### config.mk
export PLATFORM = sky130hd
export DESIGN_NAME = i2s_serializer_flat
export DESIGN_NICKNAME = d
export VERILOG_FILES = /design/src/rtl/audio_pkg.sv /design/src/rtl/i2s_serializer_if.sv /design/src/rtl/i2s_clkgen.sv /design/src/rtl/i2s_serializer.sv /design/src/flat_wrapper.sv
export VERILOG_INCLUDE_DIRS = /design/src /design/src/rtl
export SDC_FILE = /design/constraint.sdc
export NUM_CORES = 1
export LEC_CHECK = 0
export ABC_AREA = 1
export BUFFER_PORTS_ARGS = -buffer_cell sky130_fd_sc_hd__buf_4
export CORE_AREA = 2 2 112 114
export DETAILED_ROUTE_END_ITERATION = 8
export DIE_AREA = 0 0 114 116
export GPL_TIMING_DRIVEN = 0
export PLACE_DENSITY = 0.64
export REMOVE_ABC_BUFFERS = 1
export SKIP_LAST_GASP = 1
export SLEW_MARGIN = 10
export SYNTH_ARGS = -nofsm -noshare
export SYNTH_HDL_FRONTEND = slang
export SYNTH_SLANG_ARGS = --single-unit
### constraint.sdc
create_clock -name clk -period 2.9 [get_ports clk]
set_input_delay 0.29 -clock clk [delete_from_list [all_inputs] [get_ports clk]]
set_output_delay 0.29 -clock clk [all_outputs]
set_load 0.05 [all_outputs]
### src/rtl/constants.svh
// Datapath-wide widths shared by the synth audio chain.
`ifndef CONSTANTS_SVH
`define CONSTANTS_SVH
`define SAMPLE_WIDTH 24
`endif

### src/rtl/audio_pkg.sv
// Audio sample types and I2S timing constants for the DAC output stage.
`include "constants.svh"

package audio_pkg;
    localparam int SAMPLE_WIDTH = `SAMPLE_WIDTH;
    localparam int SLOT_BITS    = 32;
    localparam int BCLK_HALF    = 16;
    localparam int MCLK_HALF    = 2;

    typedef logic signed [SAMPLE_WIDTH-1:0] sample_t;
    typedef logic [SLOT_BITS-1:0]           slot_word_t;

    typedef struct packed {
        sample_t left;
        sample_t right;
    } stereo_sample_t;

    // Right-justified slot word: sample sign bit replicated into the upper slot bits.
    function automatic slot_word_t sign_extend(input sample_t s);
        return slot_word_t'(s);
    endfunction
endpackage

### src/rtl/i2s_serializer_if.sv
// Stereo sample handshake between the mixer chain and the I2S output stage.
interface i2s_serializer_if;
    import audio_pkg::*;

    logic    in_valid;
    logic    in_ready;
    sample_t in_left;
    sample_t in_right;

    modport master (output in_valid, output in_left, output in_right, input in_ready);
    modport slave  (input in_valid, input in_left, input in_right, output in_ready);
endinterface

### src/rtl/i2s_clkgen.sv
// Integer dividers for the DAC master and bit clocks, plus a bit-clock falling-edge strobe.
module i2s_clkgen #(
    parameter int MCLK_HALF = 2,
    parameter int BCLK_HALF = 16
) (
    input  logic clk,
    input  logic rst,
    output logic sys_clk,
    output logic bit_clk,
    output logic bclk_fall
);
    localparam int MW = (MCLK_HALF > 1) ? $clog2(MCLK_HALF) : 1;
    localparam int BW = (BCLK_HALF > 1) ? $clog2(BCLK_HALF) : 1;
    localparam logic [MW-1:0] M_LAST = MW'(MCLK_HALF - 1);
    localparam logic [BW-1:0] B_LAST = BW'(BCLK_HALF - 1);

    logic [MW-1:0] mclk_cnt_q, mclk_cnt_d;
    logic [BW-1:0] bclk_cnt_q, bclk_cnt_d;
    logic          sys_clk_q, sys_clk_d;
    logic          bit_clk_q, bit_clk_d;
    logic          m_wrap, b_wrap;

    always_comb begin
        m_wrap     = (mclk_cnt_q == M_LAST);
        b_wrap     = (bclk_cnt_q == B_LAST);
        mclk_cnt_d = m_wrap ? '0 : mclk_cnt_q + MW'(1);
        bclk_cnt_d = b_wrap ? '0 : bclk_cnt_q + BW'(1);
        sys_clk_d  = m_wrap ? ~sys_clk_q : sys_clk_q;
        bit_clk_d  = b_wrap ? ~bit_clk_q : bit_clk_q;
        // Strobe marks the clk cycle whose edge drives bit_clk low.
        bclk_fall  = !rst && b_wrap && bit_clk_q;
    end

    always_ff @(posedge clk) begin
        if (rst) begin
            mclk_cnt_q <= '0;
            bclk_cnt_q <= '0;
            sys_clk_q  <= 1'b0;
            bit_clk_q  <= 1'b0;
        end else begin
            mclk_cnt_q <= mclk_cnt_d;
            bclk_cnt_q <= bclk_cnt_d;
            sys_clk_q  <= sys_clk_d;
            bit_clk_q  <= bit_clk_d;
        end
    end

    assign sys_clk = sys_clk_q;
    assign bit_clk = bit_clk_q;
endmodule

### src/rtl/i2s_serializer.sv
// I2S output stage: single-entry holding register, frame bit counter and slot serializer.
module i2s_serializer
    import audio_pkg::*;
(
    input  logic                    clk,
    input  logic                    rst,
    i2s_serializer_if.slave         in_if,
    output logic                    underrun,
    output logic                    dac_sys_clk,
    output logic                    dac_bit_clk,
    output logic                    dac_lr_clk,
    output logic                    dac_data
);
    localparam int CNT_W = $clog2(2 * SLOT_BITS);
    localparam int IDX_W = (SLOT_BITS > 1) ? $clog2(SLOT_BITS) : 1;
    localparam logic [CNT_W-1:0] CNT_LAST = CNT_W'(2 * SLOT_BITS - 1);
    localparam logic [CNT_W-1:0] SLOT_CNT = CNT_W'(SLOT_BITS);
    localparam logic [IDX_W-1:0] IDX_TOP  = IDX_W'(SLOT_BITS - 1);

    logic           bclk_fall;
    stereo_sample_t hold_q, hold_d;
    logic           hold_full_q, hold_full_d;
    slot_word_t     left_sr_q, left_sr_d;
    slot_word_t     right_sr_q, right_sr_d;
    logic [CNT_W-1:0] bit_cnt_q, bit_cnt_d, slot_pos;
    logic [IDX_W-1:0] bit_idx;
    logic           lr_q, lr_d;
    logic           data_q, data_d;
    logic           accept, frame_start;

    i2s_clkgen #(
        .MCLK_HALF(MCLK_HALF),
        .BCLK_HALF(BCLK_HALF)
    ) u_clkgen (
        .clk       (clk),
        .rst       (rst),
        .sys_clk   (dac_sys_clk),
        .bit_clk   (dac_bit_clk),
        .bclk_fall (bclk_fall)
    );

    assign in_if.in_ready = !hold_full_q;

    always_comb begin
        hold_d      = hold_q;
        hold_full_d = hold_full_q;
        left_sr_d   = left_sr_q;
        right_sr_d  = right_sr_q;
        bit_cnt_d   = bit_cnt_q;
        lr_d        = lr_q;
        data_d      = data_q;

        accept      = in_if.in_valid && !hold_full_q;
        frame_start = bclk_fall && (bit_cnt_q == CNT_LAST);
        underrun    = frame_start && !hold_full_q;

        if (bclk_fall) begin
            bit_cnt_d = (bit_cnt_q == CNT_LAST) ? '0 : bit_cnt_q + CNT_W'(1);
        end

        // An empty holding register leaves the shift registers alone, so the last pair repeats.
        if (frame_start && hold_full_q) begin
            left_sr_d   = sign_extend(hold_q.left);
            right_sr_d  = sign_extend(hold_q.right);
            hold_full_d = 1'b0;
        end

        if (accept) begin
            hold_d.left  = in_if.in_left;
            hold_d.right = in_if.in_right;
            hold_full_d  = 1'b1;
        end

        slot_pos = (bit_cnt_d >= SLOT_CNT) ? bit_cnt_d - SLOT_CNT : bit_cnt_d;
        bit_idx  = IDX_TOP - IDX_W'(slot_pos);

        if (bclk_fall) begin
            lr_d   = (bit_cnt_d < SLOT_CNT);
            data_d = lr_d ? left_sr_d[bit_idx] : right_sr_d[bit_idx];
        end
    end

    always_ff @(posedge clk) begin
        if (rst) begin
            hold_q      <= '0;
            hold_full_q <= 1'b0;
            left_sr_q   <= '0;
            right_sr_q  <= '0;
            bit_cnt_q   <= CNT_LAST;
            lr_q        <= 1'b0;
            data_q      <= 1'b0;
        end else begin
            hold_q      <= hold_d;
            hold_full_q <= hold_full_d;
            left_sr_q   <= left_sr_d;
            right_sr_q  <= right_sr_d;
            bit_cnt_q   <= bit_cnt_d;
            lr_q        <= lr_d;
            data_q      <= data_d;
        end
    end

    assign dac_lr_clk = lr_q;
    assign dac_data   = data_q;
endmodule

### src/flat_wrapper.sv
// flat-port wrapper written by rule: the top's interface ports become plain ports
module i2s_serializer_flat import audio_pkg::*;
  (clk, rst, underrun, dac_sys_clk, dac_bit_clk, dac_lr_clk, dac_data, in_if_in_valid, in_if_in_left, in_if_in_right, in_if_in_ready);
  i2s_serializer_if in_if_i ();
  input  logic clk;
  input  logic rst;
  output logic underrun;
  output logic dac_sys_clk;
  output logic dac_bit_clk;
  output logic dac_lr_clk;
  output logic dac_data;
  input wire logic [$bits(in_if_i.in_valid)-1:0] in_if_in_valid;
  input wire logic [$bits(in_if_i.in_left)-1:0] in_if_in_left;
  input wire logic [$bits(in_if_i.in_right)-1:0] in_if_in_right;
  output wire logic [$bits(in_if_i.in_ready)-1:0] in_if_in_ready;
  assign in_if_i.in_valid = in_if_in_valid;
  assign in_if_i.in_left = in_if_in_left;
  assign in_if_i.in_right = in_if_in_right;
  assign in_if_in_ready = in_if_i.in_ready;
  i2s_serializer u_core (.clk(clk), .rst(rst), .in_if(in_if_i), .underrun(underrun), .dac_sys_clk(dac_sys_clk), .dac_bit_clk(dac_bit_clk), .dac_lr_clk(dac_lr_clk), .dac_data(dac_data));
endmodule
==> results.json, run 1 <==
{
  "crit_start": "u_core.u_clkgen.bclk_cnt_q[0]",
  "antenna_cells": 0,
  "start_kind": "register",
  "hold_violations": 0,
  "first_global_vias": 4516,
  "gp_congestion": 0.865,
  "syn_area_um2": 5300,
  "grt_max_degree": 70,
  "slowest_stage": "nor2_4",
  "fin_worst_skew_ns": 0.00548,
  "peakVddDrop_v": 0.000306,
  "path_clk_slew_ns": 0.06,
  "r2r_start": "u_core.u_clkgen.bclk_cnt_q[0]",
  "routed_wl_um": 12900,
  "overflow": 0,
  "yosys.area_share.simple_pct": 31.6,
  "critPathTopFamily": "simple AND/OR/NAND/NOR gates",
  "holdCritStartpoint": "in_if_in_right[9]",
  "routedLengthMet1_um": 5800,
  "arrival_ns": 3.10,
  "critPathMaxStageDelay_ns": 0.36,
  "postRouteAntennaNets": 0,
  "drive_gt1_share_pct": 15.8,
  "htreeDepth": 4,
  "max_cap_violations": 0,
  "worstSetupPathType": "register to register",
  "core_um2": 11900,
  "post_synth_inst_count": 701,
  "worstPathCellList": "ha_1 > nand4_2 > nor2_4 > nand2_1 > o21ai_4 > inv_2 > nand3_1 > nand3_1 > nand3_1 > nand3_1 > nand3_1 > nand3_1 > nand2_1 > inv_1",
  "cts_tree": "yes",
  "crit_path_frequent_cell": "nand3_1",
  "cts-root-buf": "clkbuf_16",
  "yosysWarnings": 0,
  "viasPerCell": 5.34,
  "grt_usage_pct": 20.1,
  "crit_required_ns": 3.21,
  "status": "finished clean",
  "synth_top_area_share_pct": 48.3,
  "antenna_found_initial": 0,
  "synth_cell_type_count": 29,
  "hpwl_um": 7270,
  "wl_met3_um": 595,
  "clk_latency_ns": 0.41,
  "reg2reg_slack_ns": 0.10,
  "io_pins": 57,
  "finalCriticalPeriod_ns": 2.80,
  "synth_xor_area_share_pct": 0.826,
  "dr.pass1.iters": 7,
  "synth_area_leader_cell": "dfxtp_1",
  "end_kind": "register",
  "grt_pass1_wl_um": 21300,
  "synth_fa_ha_area_share_pct": 0.472,
  "setup-violations-final": 0,
  "clock-sinks": 128,
  "vias": 4798,
  "rsz0062_at_grt": "yes",
  "clockBufferDepth": 2,
  "synth_compound_area_share_pct": 11.8,
  "hold_class": "input pin to register",
  "nets": 792,
  "fin_setup_tns_ns": 0,
  "dr.max_layer_used": "met4",
  "dr.first_iter.drc_count": 266,
  "final_max_slew_viol_count": 0,
  "port_buffers": 56,
  "area_growth_pct": 21.7,
  "rows": 40,
  "finalCritPeriodShare_pct": 96.4,
  "tightest_slew_ns": 0.860,
  "muxShareOfSynthArea_pct": 0,
  "path_buf_inv": 2,
  "power_w": 0.00437,
  "avgSynthCellArea_um2": 7.56,
  "post_drt_wl_per_cell_um": 14.4,
  "dieArea_um2": 13200,
  "p_leak_nw": 2.63,
  "max_freq_mhz": 358,
  "start_util_pct": 44.5,
  "slew_headroom_pct": 42.4,
  "synth_top_family_by_area": "simple AND/OR/NAND/NOR gates",
  "synth-seq-cells": 128,
  "dr_wl_met2_um": 6310,
  "seq_area_frac_synth_pct": 48.3,
  "cts_made_buffers": 17,
  "power_density_nw_per_um2": 676,
  "crit_path_max_fanout": 17,
  "die_h_um": 116,
  "synth_area_leaders": "dfxtp_1, nand3_1, nand2_1, nor2_1, a21oi_1",
  "die_width_um": 114,
  "drc": 0
}
[cell usage after synthesis]
cell type and number:
a21oi_1 69, buf_2 12, buf_4 3, buf_6 9, clkbuf_1 23, clkinv_1 1, dfxtp_1 128, ha_1 2
inv_1 19, inv_2 4, inv_4 1, nand2_1 115, nand2_2 2, nand3_1 140, nand3_2 2, nand3_4 1
nand4_1 6, nand4_2 1, nand4_4 1, nor2_1 97, nor2_4 2, nor2_8 1, nor3_1 1, nor3b_2 1
o211ai_1 1, o21ai_0 53, o21ai_2 1, xnor2_1 2, xor2_1 3
[registers in the layout, indices dropped and copies added (netlist names)]
register,flops
u_core.bit_cnt_q,6
u_core.u_clkgen.bit_clk,1
u_core.u_clkgen.bclk_cnt_q,4
u_core.hold_full_q,1
u_core.u_clkgen.sys_clk,1
u_core.right_sr_q,32
u_core.left_sr_q,32
u_core.hold_q,48
u_core.dac_data,1
u_core.dac_lr_clk,1
u_core.u_clkgen.m_wrap,1
[per-layer routing]
metal,global-route usage [%],up-vias
li1,-,2447
met1,25.4,2207
met2,34.2,120
met3,3.56,24
met4,8.13,0
met5,0,-
[what timing repair did]
action,CTS,global route
gates resized for setup,9,6
pin swaps,1,2
cloned,2,1
hold buffers,0,0
setup buffers,1,6
setup endpoints to repair,109,44
[worst min-delay path, cell delays in order]
cell     delay [ns]
buf_4          0.07
o21ai_0        0.07
nor2_1         0.07
[layout make-up]
type | count | area, µm²
Fill cell | 1158 | 5460
Sequential cell | 128 | 2560
Multi-Input combinational cell | 503 | 2440
Timing Repair Buffer | 63 | 502
Clock buffer | 23 | 498
Tap cell | 147 | 184
Clock inverter | 9 | 153
Inverter | 25 | 108
Timing Repair inverter | 1 | 7.51
[where the power goes]
| part | switching (W) | internal (W) |
|---|---|---|
| logic | 0.000111 | 0.0000868 |
| clock network | 0.000756 | 0.00155 |
| registers | 0.0000435 | 0.00182 |
[logic make-up after synthesis]
logic type               count (synthesis)
AND/OR/NAND/NOR                        370
flip-flops                             128
AO/OA/AOI/OAI                          124
buffers and inverters                   72
XOR/XNOR                                 5
adder cells (fa/ha/maj)                  2
[through the flow]
| stage | hold WS [ns] | worst slack (ns) | std cells | util, % | cell area (µm²) |
|---|---|---|---|---|---|
| after floorplan | 0.357 | -0.536 | 654 | - | 5030 |
| after global placement | 0.421 | -2.16 | 857 | 47.3 | 5640 |
| after detailed placement | 0.427 | -2.27 | 857 | 47.3 | 5640 |
| after CTS | 0.118 | -0.225 | 892 | 53.4 | 6360 |
| after global routing | 0.135 | -0.161 | 899 | 54.2 | 6450 |
| final | 0.122 | 0.105 | 899 | 54.2 | 6450 |
[cell usage in the layout (no fill, tap or decap), types with 2 or more instances in the layout]
cell        synthesis  final
buf_12              0      2
xnor2_1             2      2
clkinvlp_4          0      5
clkinv_2            0      2
o21ai_0            53     53
buf_4               3     60
inv_4               1      2
nor2_1             97     97
nand3_2             2      2
inv_1              19     18
a21oi_1            69     69
bufinv_16           0      4
nand4_1             6      6
nor2_4              2      2
xor2_1              3      2
dfxtp_1           128    127
clkbuf_16           0     17
nand3_4             1      3
nand2_2             2      2
clkbuf_8            0      5
ha_1                2      2
nand3_1           140    140
inv_2               4      3
nand2_1           115    114
[final timing paths]
path / to / cells past startpoint
setup / recovery: u_core.dac_data / 14
hold / removal: u_core.hold_q[9] / 3
setup reg to reg: u_core.dac_data / 14
hold reg to reg: u_core.u_clkgen.m_wrap / 1
No activity file was read; power rests on OpenSTA's default activity.
==> inputs of run 2 (changes only) <==
CORE_AREA = 2 2 99 101   (was 2 2 112 114)
DIE_AREA = 0 0 101 103   (was 0 0 114 116)
PLACE_DENSITY = 0.79   (was 0.64)
==> results.json, run 2 (synthesis results as in run 1) <==
{
  "vias": 5034,
  "final_cell_mix": "nand3_1, dfxtp_1, nand2_1",
  "dp_slack_ns": -2.13,
  "start_kind": "register",
  "grt_pass1_wl_um": 20300,
  "clkPwrFrac_pct": 47.7,
  "switchingPower_w": 0.000876,
  "tightest_slew_ns": 0.875,
  "hold_class": "input pin to register",
  "htreeDepth": 4,
  "drc": 0,
  "post_drt_wl_per_cell_um": 15.3,
  "critPathTopFamily": "simple AND/OR/NAND/NOR gates",
  "max_flop_register": "u_core.hold_q",
  "slowest_stage": "nand3_2",
  "nets": 792,
  "fin_setup_tns_ns": 0,
  "status": "finished clean",
  "cts_tree": "yes",
  "cts-root-buf": "clkbuf_8",
  "fin_ws_ns": 0.200,
  "clockBufferDepth": 2,
  "slew_headroom_pct": 41.4,
  "instances_no_fill": 864,
  "critPathMaxStageDelay_ns": 0.37,
  "routed_wl_um": 13300,
  "largest_reg_flops": 48,
  "end_kind": "register",
  "peakVddDrop_v": 0.000403,
  "rows": 36,
  "crit_required_ns": 3.33,
  "path_clk_slew_ns": 0.06,
  "grt_usage_pct": 25.1,
  "internal_power_w": 0.00307,
  "hpwl_um": 7100,
  "cts_hold_buf": 0,
  "crit_path_frequent_cell": "nand3_1",
  "dr.first_iter.drc_count": 421,
  "io_pins": 57,
  "p_leak_nw": 2.57,
  "dr.pass1.iters": 5,
  "antenna_cells": 0,
  "first_global_vias": 4421,
  "reg.largest.list": "u_core.hold_q x48, u_core.left_sr_q x32, u_core.right_sr_q x32",
  "area_growth_pct": 18.6,
  "swShare_pct": 22.2,
  "gp_congestion": 0.823,
  "power_w": 0.00394,
  "die_h_um": 103,
  "seqPwrFrac_pct": 47.3,
  "finalCritPeriodShare_pct": 93.1,
  "postRouteAntennaNets": 0,
  "crit_path_max_fanout": 16,
  "clk_latency_ns": 0.53,
  "start_util_pct": 56.1,
  "clock-sinks": 128,
  "worstSetupPathType": "register to register",
  "cts_made_buffers": 17,
  "port_buffers": 56,
  "overflow": 0,
  "final_common_cell": "nand3_1",
  "drive_gt1_share_pct": 15.2,
  "hold_ws_ns": 0.00996,
  "dieArea_um2": 10400,
  "viasPerCell": 5.83,
  "arrival_ns": 3.13,
  "path_buf_inv": 2,
  "setup-violations-final": 0,
  "finalCriticalPeriod_ns": 2.70,
  "comb_power_share_pct": 5.1,
  "hold_violations": 0,
  "fin_worst_skew_ns": 0.00647,
  "placed_cells": 824,
  "grt_max_degree": 70,
  "max_freq_mhz": 370,
  "power_density_nw_per_um2": 627,
  "die_width_um": 101,
  "final_max_slew_viol_count": 0,
  "max_cap_violations": 0,
  "core_um2": 9460,
  "antenna_found_initial": 0,
  "worstPathCellList": "ha_1 > nand4_2 > nor2_4 > buf_4 > nand3_2 > nand2_1 > nand3_1 > nand3_1 > nand3_1 > nand3_1 > nand3_1 > nand3_1 > nand3_1 > nand2_1 > inv_1"
}
## run 2: cell types whose count changed in the layout (fill, tap and decap cells not counted), sizes merged
| cell | before | now |
|---|---|---|
| nand3 | 145 | 146 |
| bufinv | 4 | 1 |
| nor2 | 100 | 101 |
| clkinv | 2 | 6 |
| inv | 24 | 23 |
| buf | 63 | 61 |
| clkinvlp | 5 | 3 |
## run 2: final timing paths
kind                            cells past startpoint  slack, ns                          start                      to
worst max-delay path                               15       0.20  u_core.u_clkgen.bclk_cnt_q[0]         u_core.dac_data
worst min-delay path                                3       0.01              in_if_in_right[7]        u_core.hold_q[7]
worst max register to register                     15       0.20  u_core.u_clkgen.bclk_cnt_q[0]         u_core.dac_data
worst min register to register                      1       0.43         u_core.u_clkgen.m_wrap  u_core.u_clkgen.m_wrap
## run 2: stage by stage
step                area, µm²  util (%)
CTS                      6160      65.1
floorplan                5030         -
global route             6290      66.5
global placement         5600      59.2
finish                   6290      66.5
detailed placement       5600      59.2
## run 2: final cells by class
| cell class | count | area, µm² |
|---|---|---|
| clock buffers | 23 | 457 |
| multi-input cells | 505 | 2460 |
| well taps | 114 | 143 |
| flip-flops and latches | 128 | 2560 |
| clock inverters | 7 | 62.6 |
| inverters | 25 | 113 |
| repair buffers | 61 | 487 |
| fillers | 786 | 3170 |
| repair inverters | 1 | 7.51 |
## run 2: worst min-delay path: stages
cell     delay [ns]
buf_4          0.07
o21ai_0        0.07
nor2_1         0.07
## run 2: timing repair
action                     in CTS  in global routing
setup buffers                   0                  5
resized for setup               6                 10
gates cloned                    2                  3
setup endpoints to repair      74                 44
pin swaps                       1                  2
## run 2: power groups by stage
stage	Combinational (W)	Clock, W	Sequential, W
CTS	0.000200	0.00189	0.00186
finish	0.000200	0.00188	0.00186
global placement	0.000193	0	0.00190
global route	0.000231	0.00197	0.00187
detailed placement	0.000200	0	0.00190
floorplan	0.0000998	0	0.00189
## run 2: routing by layer
metal	part of all wire (%)	track usage [%]
met4	3.0	11.1
met2	49	41.8
met1	41	30.6
met5	0	0
met3	6.9	6.58
==> inputs of run 3 (changes only) <==
PLACE_DENSITY = 0.76   (was 0.79)
RECOVER_POWER = 100   (was default)
==> results.json, run 3 (synthesis results as in run 1) <==
{
  "status": "finished clean",
  "fin_worst_skew_ns": 0.00703,
  "hold_class": "input pin to register",
  "port_buffers": 56,
  "power_density_nw_per_um2": 644,
  "clockBufferDepth": 2,
  "die_h_um": 103,
  "dp_slack_ns": -2.16,
  "setup-violations-final": 0,
  "slew_headroom_pct": 43.4,
  "arrival_ns": 3.10,
  "crit_required_ns": 3.32,
  "gp_congestion": 0.785,
  "grt_pass1_wl_um": 20700,
  "cts-root-buf": "clkbuf_8",
  "grt_usage_pct": 25.3,
  "reg.largest.list": "u_core.hold_q x48, u_core.left_sr_q x32, u_core.right_sr_q x32",
  "viasPerCell": 5.71,
  "first_global_vias": 4438,
  "cts_tree": "yes",
  "end_kind": "register",
  "tightest_slew_ns": 0.847,
  "final_common_cell": "nand3_1",
  "overflow": 0,
  "utilization_pct": 67.5,
  "max_cap_violations": 0,
  "rr_endpoint": "u_core.dac_data",
  "start_util_pct": 56.1,
  "instances_no_fill": 874,
  "power_w": 0.00412,
  "cts_made_buffers": 17,
  "clk_latency_ns": 0.53,
  "whs_path_depth": 3,
  "max_flop_register": "u_core.hold_q",
  "placed_cells": 824,
  "antenna_cells": 0,
  "r2r_cells": 15,
  "io_pins": 57,
  "crit_path_max_fanout": 33,
  "dr.first_iter.drc_count": 313,
  "post_drt_wl_per_cell_um": 15.2,
  "holdCritStartpoint": "in_if_in_right[16]",
  "peakVddDrop_v": 0.000472,
  "reg2reg_slack_ns": 0.23,
  "path_clk_slew_ns": 0.06,
  "htreeDepth": 4,
  "start_kind": "register",
  "largest_reg_flops": 48,
  "fin_setup_tns_ns": 0,
  "nets": 800,
  "grt_max_degree": 70,
  "hold_violations": 0,
  "dieArea_um2": 10400,
  "antenna_found_initial": 0,
  "rows": 36,
  "die_width_um": 101,
  "clock-sinks": 128,
  "p_leak_nw": 2.59,
  "routed_wl_um": 13300,
  "hpwl_um": 7160,
  "finalCriticalPeriod_ns": 2.67,
  "fin_ws_ns": 0.225,
  "final_max_slew_viol_count": 0,
  "worstSetupPathType": "register to register",
  "max_freq_mhz": 374,
  "dr.pass1.iters": 5,
  "vias": 4990,
  "finalCritPeriodShare_pct": 92.2,
  "core_um2": 9460,
  "holdPathEnd": "u_core.hold_q[16]",
  "drc": 0,
  "final_cell_mix": "nand3_1, dfxtp_1, nand2_1",
  "drive_gt1_share_pct": 15.4,
  "r2r_start": "u_core.u_clkgen.bclk_cnt_q[0]",
  "postRouteAntennaNets": 0,
  "area_growth_pct": 20.4
}
run 3: cell count changes in the layout (fill, tap and decap cells not counted), moves of 2 or more:
cell,before,now
buf_4,58,60
clkbuf_1,4,9
clkbuf_8,3,1
clkinvlp_2,0,2
bufinv_16,1,3
run 3: timing repair:
item / CTS / global route
gates resized for setup: 6 / 15
hold buffers: 1 / 0
hold endpoints to repair: 1 / 0
endpoints found under the setup margin: 78 / 44
pin swaps: 1 / 2
cloned: 2 / 2
setup buffers: 0 / 13
run 3: per-stage QoR:
| step | hold slack, ns | instance area (µm²) |
|---|---|---|
| 5_1_grt | 0.0174 | 6380 |
| 2_1_floorplan | 0.357 | 5030 |
| 3_3_place_gp | 0.421 | 5600 |
| 3_5_place_dp | 0.435 | 5600 |
| 6_report | 0.0160 | 6380 |
| 4_1_cts | 0.0111 | 6210 |
run 3: area by class of cell:
cell class              instances  area (µm²)
clock buffers                  20         425
clock inverters                12         143
fillers                       744        3070
inverters                      25         120
multi-input cells             504        2450
flip-flops and latches        128        2560
well taps                     114         143
repair buffers                 70         534
repair inverters                1        5.00
run 3: worst max-delay path by stage:
stage | startpoint | end | slack, ns | cells past startpoint
after global placement | rst | u_core.dac_data | -2.05 | 16
after global routing | u_core.bit_cnt_q[0] | u_core.dac_data | -0.01 | 17
after CTS | rst | u_core.dac_data | -0.27 | 16
final | u_core.u_clkgen.bclk_cnt_q[0] | u_core.dac_data | 0.23 | 15
after floorplan | u_core.u_clkgen.bit_clk | u_core.dac_data | -0.54 | 14
after detailed placement | rst | u_core.dac_data | -2.16 | 16
run 3: critical path, stage by stage, from the launching register on:
cell     delay [ns]
dfxtp_1        0.35
ha_1           0.22
nand4_1        0.23
nor2_4         0.27
buf_4          0.16
nand3_4        0.35
nand2_1        0.24
nand3_1        0.09
nand3_1        0.08
nand3_1        0.11
nand3_1        0.10
nand3_1        0.09
nand3_1        0.10
nand3_1        0.07
nand2_1        0.06
inv_1          0.04
run 3: report_power, final:
group          total [W]  internal (W)  switching, W
clock            0.00205       0.00130      0.000755
combinational   0.000199     0.0000862      0.000112
sequential       0.00186       0.00182     0.0000449
total            0.00412       0.00320      0.000912
run 3: layer usage:
layer / share of wire (%) / GRT usage (%) / vias to the layer above / wire [µm]
li1: - / - / 2454 / -
met1: 43 / 30.7 / 2328 / 5670
met2: 49 / 43.8 / 173 / 6550
met3: 5.9 / 6.17 / 35 / 783
met4: 2.4 / 9.56 / 0 / 313
met5: 0 / 0 / - / 0
